$ cat src/rtl/cost_table_loader_if.sv
// Valid/ready stream carrying cost-table entries into cost_table_loader.
`timescale 1ns/1ps
interface cost_table_loader_if #(parameter int DW = 7);
  logic          In_valid;
  logic          In_ready;
  logic [DW-1:0] In_data;

  modport master (output In_valid, output In_data, input In_ready);
  modport slave  (input In_valid, input In_data, output In_ready);
endinterface

$ cat src/rtl/cost_table_loader.sv
// Loads an NxN cost table from a stream, serves combinational lookups and
// accumulates the sum of row minima as a lower bound on the assignment cost.
//
// state | meaning
// IDLE  | just out of reset, moves to LOAD on the next edge
// LOAD  | accepting entries in row-major order
// READY | table complete and frozen, lookups valid
`timescale 1ns/1ps
module cost_table_loader #(
  parameter int DW = 7,
  parameter int N  = 8
) (
  input  logic                CLK,
  input  logic                RST_N,
  cost_table_loader_if.slave  in_if,
  input  logic                Clr,
  input  logic [2:0]          W,
  input  logic [2:0]          J,
  output logic [DW-1:0]       Cost,
  output logic                Table_ready,
  output logic [9:0]          LowerBound,
  output logic [6:0]          Load_cnt
);

  typedef enum logic [1:0] {IDLE, LOAD, READY} state_t;

  localparam int LAST = N * N - 1;

  state_t        state_q, state_d;
  logic [DW-1:0] mem [N*N];
  logic [DW-1:0] row_min;
  logic [DW-1:0] entry_min;
  logic          in_ready;
  logic          hs;

  // Clr has priority over a handshake offered in the same cycle.
  assign hs        = in_if.In_valid & in_ready & ~Clr;
  assign entry_min = (in_if.In_data < row_min) ? in_if.In_data : row_min;
  assign in_if.In_ready = in_ready;

  always_ff @(posedge CLK or negedge RST_N) begin
    if (!RST_N) state_q <= IDLE;
    else        state_q <= state_d;
  end

  always_comb begin
    state_d = state_q;
    case (state_q)
      IDLE:  state_d = LOAD;
      LOAD:  if (!Clr && hs && Load_cnt == 7'(LAST)) state_d = READY;
      READY: if (Clr) state_d = LOAD;
      default: state_d = IDLE;
    endcase
  end

  always_comb begin
    in_ready    = (state_q == LOAD);
    Table_ready = (state_q == READY);
    Cost        = Table_ready ? mem[{W, J}] : '0;
  end

  always_ff @(posedge CLK or negedge RST_N) begin
    if (!RST_N) begin
      Load_cnt   <= '0;
      LowerBound <= '0;
      row_min    <= '0;
    end else if (Clr && state_q != IDLE) begin
      Load_cnt   <= '0;
      LowerBound <= '0;
      row_min    <= '0;
    end else if (hs) begin
      Load_cnt <= Load_cnt + 7'd1;
      if (Load_cnt[2:0] == 3'd0) row_min <= in_if.In_data;
      else                       row_min <= entry_min;
      if (Load_cnt[2:0] == 3'd7) LowerBound <= LowerBound + 10'(entry_min);
    end
  end

  // Table storage has no reset; Cost is gated until the table is complete.
  always_ff @(posedge CLK) begin
    if (hs) mem[Load_cnt[5:0]] <= in_if.In_data;
  end

endmodule

$ cat src/flat_wrapper.sv
// flat-port wrapper written by rule: the top's interface ports become plain ports
module cost_table_loader_flat 
#(
  parameter int DW = 7,
  parameter int N  = 8
)
  (CLK, RST_N, Clr, W, J, Cost, Table_ready, LowerBound, Load_cnt, in_if_In_valid, in_if_In_data, in_if_In_ready);
  cost_table_loader_if #(.DW(DW)) in_if_i ();
  input  logic CLK;
  input  logic RST_N;
  input  logic Clr;
  input  logic [2:0] W;
  input  logic [2:0] J;
  output logic [DW-1:0] Cost;
  output logic Table_ready;
  output logic [9:0] LowerBound;
  output logic [6:0] Load_cnt;
  input wire logic [$bits(in_if_i.In_valid)-1:0] in_if_In_valid;
  input wire logic [$bits(in_if_i.In_data)-1:0] in_if_In_data;
  output wire logic [$bits(in_if_i.In_ready)-1:0] in_if_In_ready;
  assign in_if_i.In_valid = in_if_In_valid;
  assign in_if_i.In_data = in_if_In_data;
  assign in_if_In_ready = in_if_i.In_ready;
  cost_table_loader #(.DW(DW), .N(N)) u_core (.CLK(CLK), .RST_N(RST_N), .in_if(in_if_i), .Clr(Clr), .W(W), .J(J), .Cost(Cost), .Table_ready(Table_ready), .LowerBound(LowerBound), .Load_cnt(Load_cnt));
endmodule
$ cat config.mk
export PLATFORM = sky130hd
export DESIGN_NAME = cost_table_loader_flat
export DESIGN_NICKNAME = d
export VERILOG_FILES = /design/src/rtl/cost_table_loader_if.sv /design/src/rtl/cost_table_loader.sv /design/src/flat_wrapper.sv
export SDC_FILE = /design/constraint.sdc
export NUM_CORES = 1
export LEC_CHECK = 0
export BUFFER_PORTS_ARGS = -buffer_cell sky130_fd_sc_hd__buf_2
export CORE_AREA = 4 4 161 318
export DETAILED_ROUTE_END_ITERATION = 16
export DIE_AREA = 0 0 165 322
export PLACE_DENSITY = 0.66
export SYNTH_ARGS = -nofsm -noshare
export SYNTH_HDL_FRONTEND = slang
export SYNTH_SLANG_ARGS = --single-unit
$ cat constraint.sdc
create_clock -name CLK -period 5.75 [get_ports CLK]
set_input_delay 0.575 -clock CLK [delete_from_list [all_inputs] [get_ports CLK]]
set_output_delay 0.575 -clock CLK [all_outputs]
set_load 0.03 [all_outputs]
# Word-level counts from Yosys, hierarchy flattened
# Memories as Yosys holds them, arrays and structs flattened.
# Cells that the tools add are included.
[classes]
bitwise = 3
reduce_logical = 11
order_cmp = 1
eq_ne = 6
n_addsub = 2
muxes = 15
[ops]
columns = ["cell", "count"]
rows = [
  ["$mux W7", 7],
  ["$mux W10", 3],
  ["$add A10 B7 Y10", 1],
  ["$add A7 B1 Y7 const B", 1],
  ["$eq A7 B6 Y1 const B", 1],
  ["$lt A7 B7 Y1", 1],
  ["$pmux W2 S3", 1],
  ["$reduce_bool A2 Y1", 3],
  ["$mux W2", 2],
  ["$ne A2 B2 Y1 const B", 2],
  ["$reduce_and A2 Y1", 2],
  ["$eq A3 B3 Y1 const B", 1],
  ["$logic_and A1 B1 Y1", 3],
  ["$logic_not A3 Y1", 1],
  ["$and A1 B1 Y1", 2],
  ["$eq A2 B1 Y1 const B", 1],
  ["$eq A2 B2 Y1 const B", 1],
  ["$logic_not A2 Y1", 1],
  ["$mux W1", 2],
  ["$logic_not A1 Y1", 1],
  ["$not A1 Y1", 1],
]
[totals]
elab_cells = 43
output_inout_bits = 26
ff_bits = 26
n_memories = 1
inputBits = 17
ramBits = 448
[mem_list]
columns = ["memory", "depth", "word_bits", "rd", "rd_clocked_by_memory_dff", "write_ports", "line", "rtl"]
rows = [
  ["u_core.mem", 64, 7, 1, 0, 1, "cost_table_loader.sv:30", "logic [DW-1:0] mem [N*N];"],
]

# Depth between registers and ports, before layout
# Gate-level depths: netlist of run 1.
[logic_depth]
word_depth = 7
ltp_mapped = 15
mapped_depth_nobuf = 15

# Worst setup path after synthesis of run 1
# No wires, ideal clock.
[synth_path]
path_type = "input to register"
from = "input in_if_In_data[1]"
to = "register u_core.LowerBound[8]"
cell_stages = 14
slack_ns = 2.061
required_time_ns = 5.669
n_path_buf = 0
t_arrival_ns = 3.608
setup_time_ns = 0.081
cell_sequence = "ha_1 > a21o_1 > a211oi_1 > o21a_1 > nor2_2 > mux2_1 > ha_1 > fa_1 > a21o_1 > a21oi_1 > nor2b_1 > o311a_1 > o211ai_1 > mux2i_1"
[synth_via]
elab_chain_cells = 6
[synth_rtl]
columns = ["element", "line", "rtl"]
rows = [
  ["start: declaration", "flat_wrapper.sv:19", "input wire logic [$bits(in_if_i.In_data)-1:0] in_if_In_data;"],
  ["$lt A7 B7 Y1", "cost_table_loader.sv:38", "assign entry_min = (in_if.In_data < row_min) ? in_if.In_data : row_min;"],
  ["$mux W7 (*)", "cost_table_loader.sv:38", ""],
  ["$add A10 B7 Y10 (*)", "cost_table_loader.sv:75", "if (Load_cnt[2:0] == 3'd7) LowerBound <= LowerBound + 10'(entry_min);"],
  ["$mux W10 (*)", "cost_table_loader.sv:75", ""],
  ["$mux W10 (*)", "cost_table_loader.sv:71", "end else if (hs) begin"],
  ["$mux W10 (*)", "cost_table_loader.sv:67", "end else if (Clr && state_q != IDLE) begin"],
  ["end signal: assignment", "cost_table_loader.sv:75", ""],
  ["end: declaration", "cost_table_loader.sv:21", "output logic [9:0] LowerBound,"],
]
# Mark *: on every way between the ends. The rest lies on a longest branch, timed or not. The select of a mux whose other input is x is not followed.
# A chain may end at the register's enable or synchronous reset.

# Worst setup path after layout of run 1
[layout_path]
from = "input J[0]"
to = "output Cost[6]"
[layout_via]
elab_chain_cells = 2
[layout_rtl]
columns = ["element", "line", "rtl"]
rows = [
  ["start: declaration", "flat_wrapper.sv:13", "input logic [2:0] J;"],
  ["$mem_v2 Z64 W7", "--", ""],
  ["$mux W7", "cost_table_loader.sv:59", "Cost = Table_ready ? mem[{W, J}] : '0;"],
  ["end: declaration", "flat_wrapper.sv:14", "output logic [DW-1:0] Cost;"],
]
# Every way passes these cells.

==> implementation parameters, run 1 <==
Parameter                              Value

Finish
  Ant diodes ... 0
  Number of nets in the layout ... 1107
  # fillers ... 4123
  Area growth syn-to-layout ... 10.9%
  Layout cells sized above 1 ... 21.3%
  Area of the multi-input gates ... 0.00475 mm2
  FF+latch area ... 0.0141 mm2
  Design area ... 0.0213 mm2

Worst setup path
  Critical Path Sink Type ... primary output
  Worst setup path category ... input port to primary output
  WP data required ... 5180 ps
  Top fanout value on the critical path ... 37
  Category of the worst setup path launch point ... input port
  Data arrival time at the worst-slack endpoint ... 3230 ps

Clock network
  CTS Root Buffer Type ... sky130_fd_sc_hd__clkbuf_16
  Insertion delay to the later sink of the worst-skew pair ... 560 ps
  H-tree depth reported by CTS ... 2
  Number of buffers added by the clock tree synthesis step ... 39
  TritonCTS sink count ... 474
  Clock slew seen by the registers of the worst setup and hold paths ... 70 ps
  Buffer depth of the longest clock path ... 3
  Post-CTS resize count ... 0
  Post-CTS Setup Repair Bufs ... 0
  Number of hold buffers added after cts ... 0
  CTS tree ... done

Timing
  Setup repair after global routing missed its margin ... no
  Share of the clock period used by the worst path after layout ... 66.3%
  Peak Freq ... 0.263 GHz
  Crit path setup slack, layout ... 1940 ps
  Number of hold violations in the final report ... 0
  Measured slew at the worst slew-check pin ... 1180 ps
  Number of pins with negative max-slew slack in the final report ... 0
  Count of final setup violators ... 0
  Total negative slack for setup checks ... 0 ps
  Final Critical Period ... 3810 ps
  Post-Route Hold Slack ... 47.1 ps
  Relative slew slack ... 20.7%
  Worst Clk Skew ... 23.1 ps

Power
  Peak VDD IR ... 0.000216 V
  Portion of total power attributed to sequential cells ... 55.9%
  Part of the power in combinational logic ... 5.7%
  Share of power burned in the clock network ... 38.4%
  Power density relative to cell area ... 319 mW/mm2
  Switching portion of total power ... 21.7%
  Static leakage ... 6.86 nW
  Internal Dissipation ... 0.00533 W
  Net switching component of the power ... 0.00147 W

Synthesis
  Commonest register cell after synthesis ... sky130_fd_sc_hd__edfxtp_1
  Distinct cells, synth ... 60
  Number of enable flip-flop cells after synthesis ... 448
  Fraction of registers with async set/reset ... 5.49%
  Ys Warns ... 0
  Share of synthesized area occupied by flip-flops and latches ... 73.4%
  Nets in the synthesized netlist ... 1052
  Flip-flop and latch count after synthesis ... 474
  Syn avg cell area ... 18.9 um2
  Number of instances in the synthesized netlist ... 1018
  Synthesized area ... 0.0192 mm2

Placement
  Number of I/O port buffers ... 42
  Post-placement worst setup slack ... 1620 ps
  Detailed placement HPWL ... 31100 um
  Instance area at placement ... 0.0201 mm2
  Routability Congestion ... 0.934

GRT
  Initial antenna violation count ... 2
  Total overflow reported by the global router ... 0
  Vias in the first global route ... 10.4k
  Largest net degree at the start of global routing ... 67
  All-Layer GR Usage ... 17.6%
  Global-route wire length before repair ... 68900 um

Die
  Initial cell density of the core ... 39.5%
  IO Count ... 43
  Standard-cell rows ... 114
  Floorplan Core Area ... 0.0486 mm2
  Die Wd ... 165 um
  Die Height ... 322 um
  Total Die Area ... 0.0531 mm2

Min path
  Type of the tightest min-delay check ... input port to asynchronous set/reset pin

Routing
  Via density per instance ... 5.66
  Average routed wire per standard cell ... 26.6 um
  Detailed-router iteration count before antenna repair ... 6
  Number of vias after detailed routing ... 9848
  Routed wire length ... 46300 um
  Antenna Nets Post-Route ... 0
  DRC marker count from the first detailed-route iteration ... 881
  Number of design rule violations left after detail routing ... 0

Run status
  Run status ... finished clean

Flow run
  Number of violations of the max-capacitance limit ... 0
==> worst max-delay path: stages <==
cell and delay, ps:
sky130_fd_sc_hd__buf_4 520, sky130_fd_sc_hd__buf_4 420, sky130_fd_sc_hd__mux4_2 610, sky130_fd_sc_hd__o22ai_1 410
sky130_fd_sc_hd__or3_1 240, sky130_fd_sc_hd__o221ai_1 160, sky130_fd_sc_hd__buf_2 220
==> area by class of cell <==
| class | instances | share of cell area, % |
|---|---|---|
| Clock inverter | 23 | 1.01 |
| Timing Repair Buffer | 65 | 1.84 |
| Inverter | 11 | 0.194 |
| Clock buffer | 48 | 4.74 |
| Tap cell | 638 | 3.75 |
| Multi-Input combinational cell | 482 | 22.3 |
| Sequential cell | 474 | 66.2 |
==> worst paths after layout <==
kind | start | end | slack (ps) | cells past startpoint
worst max-delay path | J[0] | Cost[6] | 1940 | 7
worst max register to register | u_core.row_min[1] | u_core.LowerBound[8] | 1960 | 15
worst min register to register | u_core.LowerBound[9] | u_core.LowerBound[9] | 500 | 1
min in group CLK | Clr | u_core.state_q[1] | 280 | 2
worst min-delay path | RST_N | u_core.row_min[2] | 50 | 1
max in group asynchronous | RST_N | u_core.row_min[1] | 5290 | 1
==> power by group through the flow <==
stage / registers [W] / clock network, W / logic, W
after global placement: 0.00387 / 0 / 0.000387
after detailed placement: 0.00387 / 0 / 0.000393
after CTS: 0.00380 / 0.00265 / 0.000394
after global routing: 0.00380 / 0.00279 / 0.000415
final: 0.00380 / 0.00261 / 0.000387
after floorplan: 0.00387 / 0 / 0.000237
==> flip-flops by register name, indices dropped and copies added (netlist names) <==
signal             count
u_core.mem           448
u_core.Load_cnt        7
u_core.row_min         7
u_core.LowerBound     10
u_core.state_q         2
==> logic make-up after synthesis <==
logic type | Yosys count | synth area share [%]
DFF | 474 | 73.4
and+or+nand+nor | 204 | 5.09
muxes | 134 | 13.7
AOI/OAI and AO/OA | 121 | 4.48
buffers and inverters | 62 | 1.89
adders and majority gates | 17 | 1.15
xor gates and xnor gates | 6 | 0.273
==> layout by cell type, fill, tap and decap left out, drive strengths merged, types with 22 or more instances in the layout <==
cell    synthesis  final
nand2          33     33
nor2           87     87
buf            42     65
nor2b          25     25
mux2i          22     22
o21ai          23     23
dfrtp          26     26
edfxtp        448    448
mux4          103    103
clkbuf          9     48
==> through the flow <==
| step | util [%] | power [W] | instances |
|---|---|---|---|
| detailed placement | 41.3 | 0.00427 | 1670 |
| global route | 43.8 | 0.00701 | 1741 |
| finish | 43.8 | 0.00680 | 1741 |
| floorplan | - | 0.00411 | 1018 |
| CTS | 43.8 | 0.00685 | 1741 |
| global placement | 41.3 | 0.00426 | 1670 |
==> per-layer routing <==
metal / wire, um / up-vias / GRT usage, %
met4: 1990 / 2 / 7.25
li1: - / 4244 / -
met2: 26000 / 330 / 32.8
met3: 1920 / 99 / 2.01
met5: 13 / - / 0
met1: 16300 / 5173 / 20.3
==> synthesized netlist by cell type, types with 6 or more instances <==
master	instances	area (um2)
sky130_fd_sc_hd__nand2b_1	6	37.5
sky130_fd_sc_hd__or3_1	7	43.8
sky130_fd_sc_hd__nor2b_1	25	156
sky130_fd_sc_hd__buf_2	17	85.1
sky130_fd_sc_hd__buf_6	9	101
sky130_fd_sc_hd__buf_4	11	82.6
sky130_fd_sc_hd__a21oi_1	12	60.1
sky130_fd_sc_hd__o21ai_0	13	65.1
sky130_fd_sc_hd__mux4_2	103	2320
sky130_fd_sc_hd__a211oi_1	13	97.6
sky130_fd_sc_hd__mux2i_1	22	220
sky130_fd_sc_hd__edfxtp_1	448	13500
sky130_fd_sc_hd__mux2_1	6	67.6
sky130_fd_sc_hd__o22ai_1	13	81.3
sky130_fd_sc_hd__a22oi_1	13	97.6
sky130_fd_sc_hd__inv_1	11	41.3
sky130_fd_sc_hd__ha_1	16	200
sky130_fd_sc_hd__dfrtp_1	26	651
sky130_fd_sc_hd__a22o_1	10	87.6
sky130_fd_sc_hd__nand2_1	33	124
sky130_fd_sc_hd__nor2_1	86	323
sky130_fd_sc_hd__o21ai_1	10	50.1
sky130_fd_sc_hd__nor3_1	14	70.1
sky130_fd_sc_hd__nand3_1	10	50.1
sky130_fd_sc_hd__clkbuf_1	8	30.0
Power figures use the tool's default switching activity.
==> inputs of run 2 (changes only) <==
ABC_AREA = 1   (was not set)
CORE_AREA = 4 4 164 324   (was 4 4 161 318)
DIE_AREA = 0 0 168 328   (was 0 0 165 322)
PLACE_DENSITY = 0.69   (was 0.66)
clock period = 3.4 ns   (was 5.75 ns; I/O delays follow)
==> run 2 against run 1 <==
First-iteration DRC count increased by 46%. Clock power increased by 69%. Area after synthesis increased by 4.5%. Cell count increased by 46%. Global-route usage increased by 0.68 points.
==> implementation parameters, run 2 <==
Parameter                              Value

Worst setup path
  Worst setup path category ... flop to flop
  Top Family by Delay on Critical Path ... adder cells
  WP data required ... 3810 ps
  Data arrival time at the worst-slack endpoint ... 3440 ps
  Delay of the slowest critical-path stage ... 440 ps
  Combined buffer and inverter count along the critical path ... 1
  Critical Path Sink Type ... flop
  Startpoint of the worst register-to-register path ... u_core.row_min[2]
  Most used cell along the critical path ... sky130_fd_sc_hd__nand2_1
  Category of the worst setup path launch point ... flop
  FF-to-FF End ... u_core.LowerBound[6]
  Top fanout value on the critical path ... 8
  Critical path, cell by cell ... inv_1, ha_1, a21oi_1, a21o_1, nand2_1, nand2_1, nand2_1, ha_1, fa_1, nand3_1, nand2_1, nand2_1, nand2_1, a21oi_1, xor2_1, o21ai_0
  Register-to-register path setup slack ... 370 ps
  Worst r2r path cells ... 16
  Slowest cell on crit path ... sky130_fd_sc_hd__fa_1

Timing
  Worst Clk Skew ... 12.3 ps
  Measured slew at the worst slew-check pin ... 882 ps
  Peak Freq ... 0.330 GHz
  Share of the clock period used by the worst path after layout ... 89.2%
  Setup repair after global routing missed its margin ... no
  Final Critical Period ... 3030 ps
  Count of final setup violators ... 0
  Total negative slack for setup checks ... 0 ps
  Number of pins with negative max-slew slack in the final report ... 0
  Number of hold violations in the final report ... 0
  Relative slew slack ... 41.0%

Clock network
  Number of buffers added by the clock tree synthesis step ... 36
  Clock slew seen by the registers of the worst setup and hold paths ... 70 ps
  Post-CTS resize count ... 0
  TritonCTS sink count ... 474
  CTS Root Buffer Type ... sky130_fd_sc_hd__clkbuf_16
  Insertion delay to the later sink of the worst-skew pair ... 540 ps
  H-tree depth reported by CTS ... 2
  Buffer depth of the longest clock path ... 3
  Post-CTS Setup Repair Bufs ... 0
  CTS tree ... done

Finish
  Commonest non-fill, non-tap cell in the layout ... sky130_fd_sc_hd__nand2_1
  Most frequent cells in the layout ... sky130_fd_sc_hd__nand2_1 (630), sky130_fd_sc_hd__edfxtp_1 (448), sky130_fd_sc_hd__nand3_1 (394)
  Number of nets in the layout ... 1894
  Layout cells sized above 1 ... 9.00%
  Ant diodes ... 0
  Area growth syn-to-layout ... 11.6%
  FF+latch area ... 0.0141 mm2
  Count of placed standard cells in the final layout, fillers left out ... 2542
  Number of flip-flops in the largest register ... 448
  # fillers ... 4480
  Area of the multi-input gates ... 0.00532 mm2
  Fraction of the core area covered by cells at the end of the flow ... 44.1%

Die
  Die Wd ... 168 um
  Total Die Area ... 0.0551 mm2
  IO Count ... 43
  Initial cell density of the core ... 39.5%
  Floorplan Core Area ... 0.0508 mm2
  Die Height ... 328 um
  Standard-cell rows ... 117

Synthesis
  Most numerous cell in the Yosys netlist ... sky130_fd_sc_hd__nand2_1
  Fraction of registers with async set/reset ... 5.49%
  Number of enable flip-flop cells after synthesis ... 448
  Syn avg cell area ... 11.1 um2
  Cell type with the largest total area after synthesis ... sky130_fd_sc_hd__edfxtp_1
  Synthesized area ... 0.0201 mm2
  Nets in the synthesized netlist ... 1850
  Distinct cells, synth ... 31
  Top-area cell type share of the netlist area ... 67.0%
  Share of synthesized area occupied by flip-flops and latches ... 70.2%
  Number of instances in the synthesized netlist ... 1816
  Commonest register cell after synthesis ... sky130_fd_sc_hd__edfxtp_1
  Ys Warns ... 0
  Largest cells by area after synthesis ... sky130_fd_sc_hd__edfxtp_1 (67%), sky130_fd_sc_hd__nand2_1 (12%), sky130_fd_sc_hd__nand3_1 (9.8%)
  Most frequent cells after synthesis ... sky130_fd_sc_hd__nand2_1 (630), sky130_fd_sc_hd__edfxtp_1 (448), sky130_fd_sc_hd__nand3_1 (394), sky130_fd_sc_hd__nor2_1 (82), sky130_fd_sc_hd__buf_2 (37)
  Flip-flop and latch count after synthesis ... 474

Min path
  Worst Min Path Start ... Clr
  Hold Crit Depth ... 2
  Min-Delay Endpoint ... u_core.state_q[1]
  Type of the tightest min-delay check ... input port to flop

Routing
  Number of vias after detailed routing ... 13.6k
  Number of design rule violations left after detail routing ... 0
  Detailed-router iteration count before antenna repair ... 5
  Antenna Nets Post-Route ... 0
  Routed wire length ... 51700 um
  DRC marker count from the first detailed-route iteration ... 1283
  Via density per instance ... 5.37
  Average routed wire per standard cell ... 20.3 um

Flow run
  Number of violations of the max-capacitance limit ... 0

GRT
  Total overflow reported by the global router ... 0
  All-Layer GR Usage ... 18.3%
  Largest net degree at the start of global routing ... 113
  Global-route wire length before repair ... 77400 um
  Initial antenna violation count ... 1
  Vias in the first global route ... 13.5k

Placement
  Detailed placement HPWL ... 33700 um
  Number of I/O port buffers ... 42
  Routability Congestion ... 0.918
  Number of placed instances with taps included ... 2475

Power
  Peak VDD IR ... 0.000316 V
  Static leakage ... 8.32 nW
  Power density relative to cell area ... 528 mW/mm2

Run status
  Run status ... finished clean
[run 2: worst reg2reg max path, stage by stage (launching register included)]
cell	delay [ps]
sky130_fd_sc_hd__dfrtp_1	370
sky130_fd_sc_hd__inv_1	50
sky130_fd_sc_hd__ha_1	280
sky130_fd_sc_hd__a21oi_1	150
sky130_fd_sc_hd__a21o_1	250
sky130_fd_sc_hd__nand2_1	210
sky130_fd_sc_hd__nand2_1	100
sky130_fd_sc_hd__nand2_1	70
sky130_fd_sc_hd__ha_1	220
sky130_fd_sc_hd__fa_1	440
sky130_fd_sc_hd__nand3_1	110
sky130_fd_sc_hd__nand2_1	80
sky130_fd_sc_hd__nand2_1	80
sky130_fd_sc_hd__nand2_1	60
sky130_fd_sc_hd__a21oi_1	180
sky130_fd_sc_hd__xor2_1	160
sky130_fd_sc_hd__o21ai_0	90
[run 2: layout make-up]
| cell class | count | share of cell area [%] |
|---|---|---|
| tap | 654 | 3.65 |
| sequential | 474 | 62.9 |
| multi-input combinational | 1201 | 23.7 |
| clock inverter | 21 | 1.09 |
| clock buffer | 45 | 4.35 |
| timing repair buffer | 106 | 3.52 |
| inverter | 41 | 0.715 |
[run 2: per-stage QoR]
stage	power [W]	hold WS, ps	worst slack, ps	instance area [um2]
after CTS	0.0119	31.3	403	22400
final	0.0118	42.0	369	22400
after detailed placement	0.00755	390	222	21200
after global routing	0.0122	69.5	24.1	22400
after global placement	0.00752	389	263	21200
after floorplan	0.00716	44.4	678	20100
[run 2: logic make-up after synthesis]
family,synth area share (%)
simple gates,23.9
flops,70.2
buf+inv,3.28
compound gates,1.30
fa+ha+maj,1.10
xor+xnor,0.174
[run 2: what timing repair did]
item	in CTS	in global routing
setup endpoints to repair	0	0
hold buffers	1	0
hold endpoints to repair	26	0
[run 2: report_power, final]
group	switching, W	leakage [nW]	internal, W
Clock	0.00198	0.593	0.00244
Sequential	0.0000362	4.38	0.00642
Combinational	0.000707	3.35	0.000261
[run 2: worst max path at each step]
stage	from	endpoint	slack, ps	depth (start not counted)
after floorplan	u_core.row_min[6]	u_core.LowerBound[6]	680	16
after global placement	in_if_In_data[2]	u_core.LowerBound[9]	260	17
after detailed placement	in_if_In_data[2]	u_core.LowerBound[6]	220	16
after CTS	u_core.row_min[6]	u_core.LowerBound[6]	400	16
after global routing	u_core.row_min[2]	u_core.LowerBound[9]	20	17
final	u_core.row_min[2]	u_core.LowerBound[6]	370	16
[run 2: metal layers]
| layer | share of wire (%) | vias up | wire length (um) | track usage [%] |
|---|---|---|---|---|
| met2 | 55 | 448 | 28300 | 34.6 |
| met4 | 7.8 | 2 | 4020 | 12.6 |
| met1 | 33 | 6662 | 17300 | 18.6 |
| met3 | 4.0 | 143 | 2070 | 1.83 |
| met5 | 0.039 | - | 20 | 0 |
| li1 | - | 6392 | - | - |
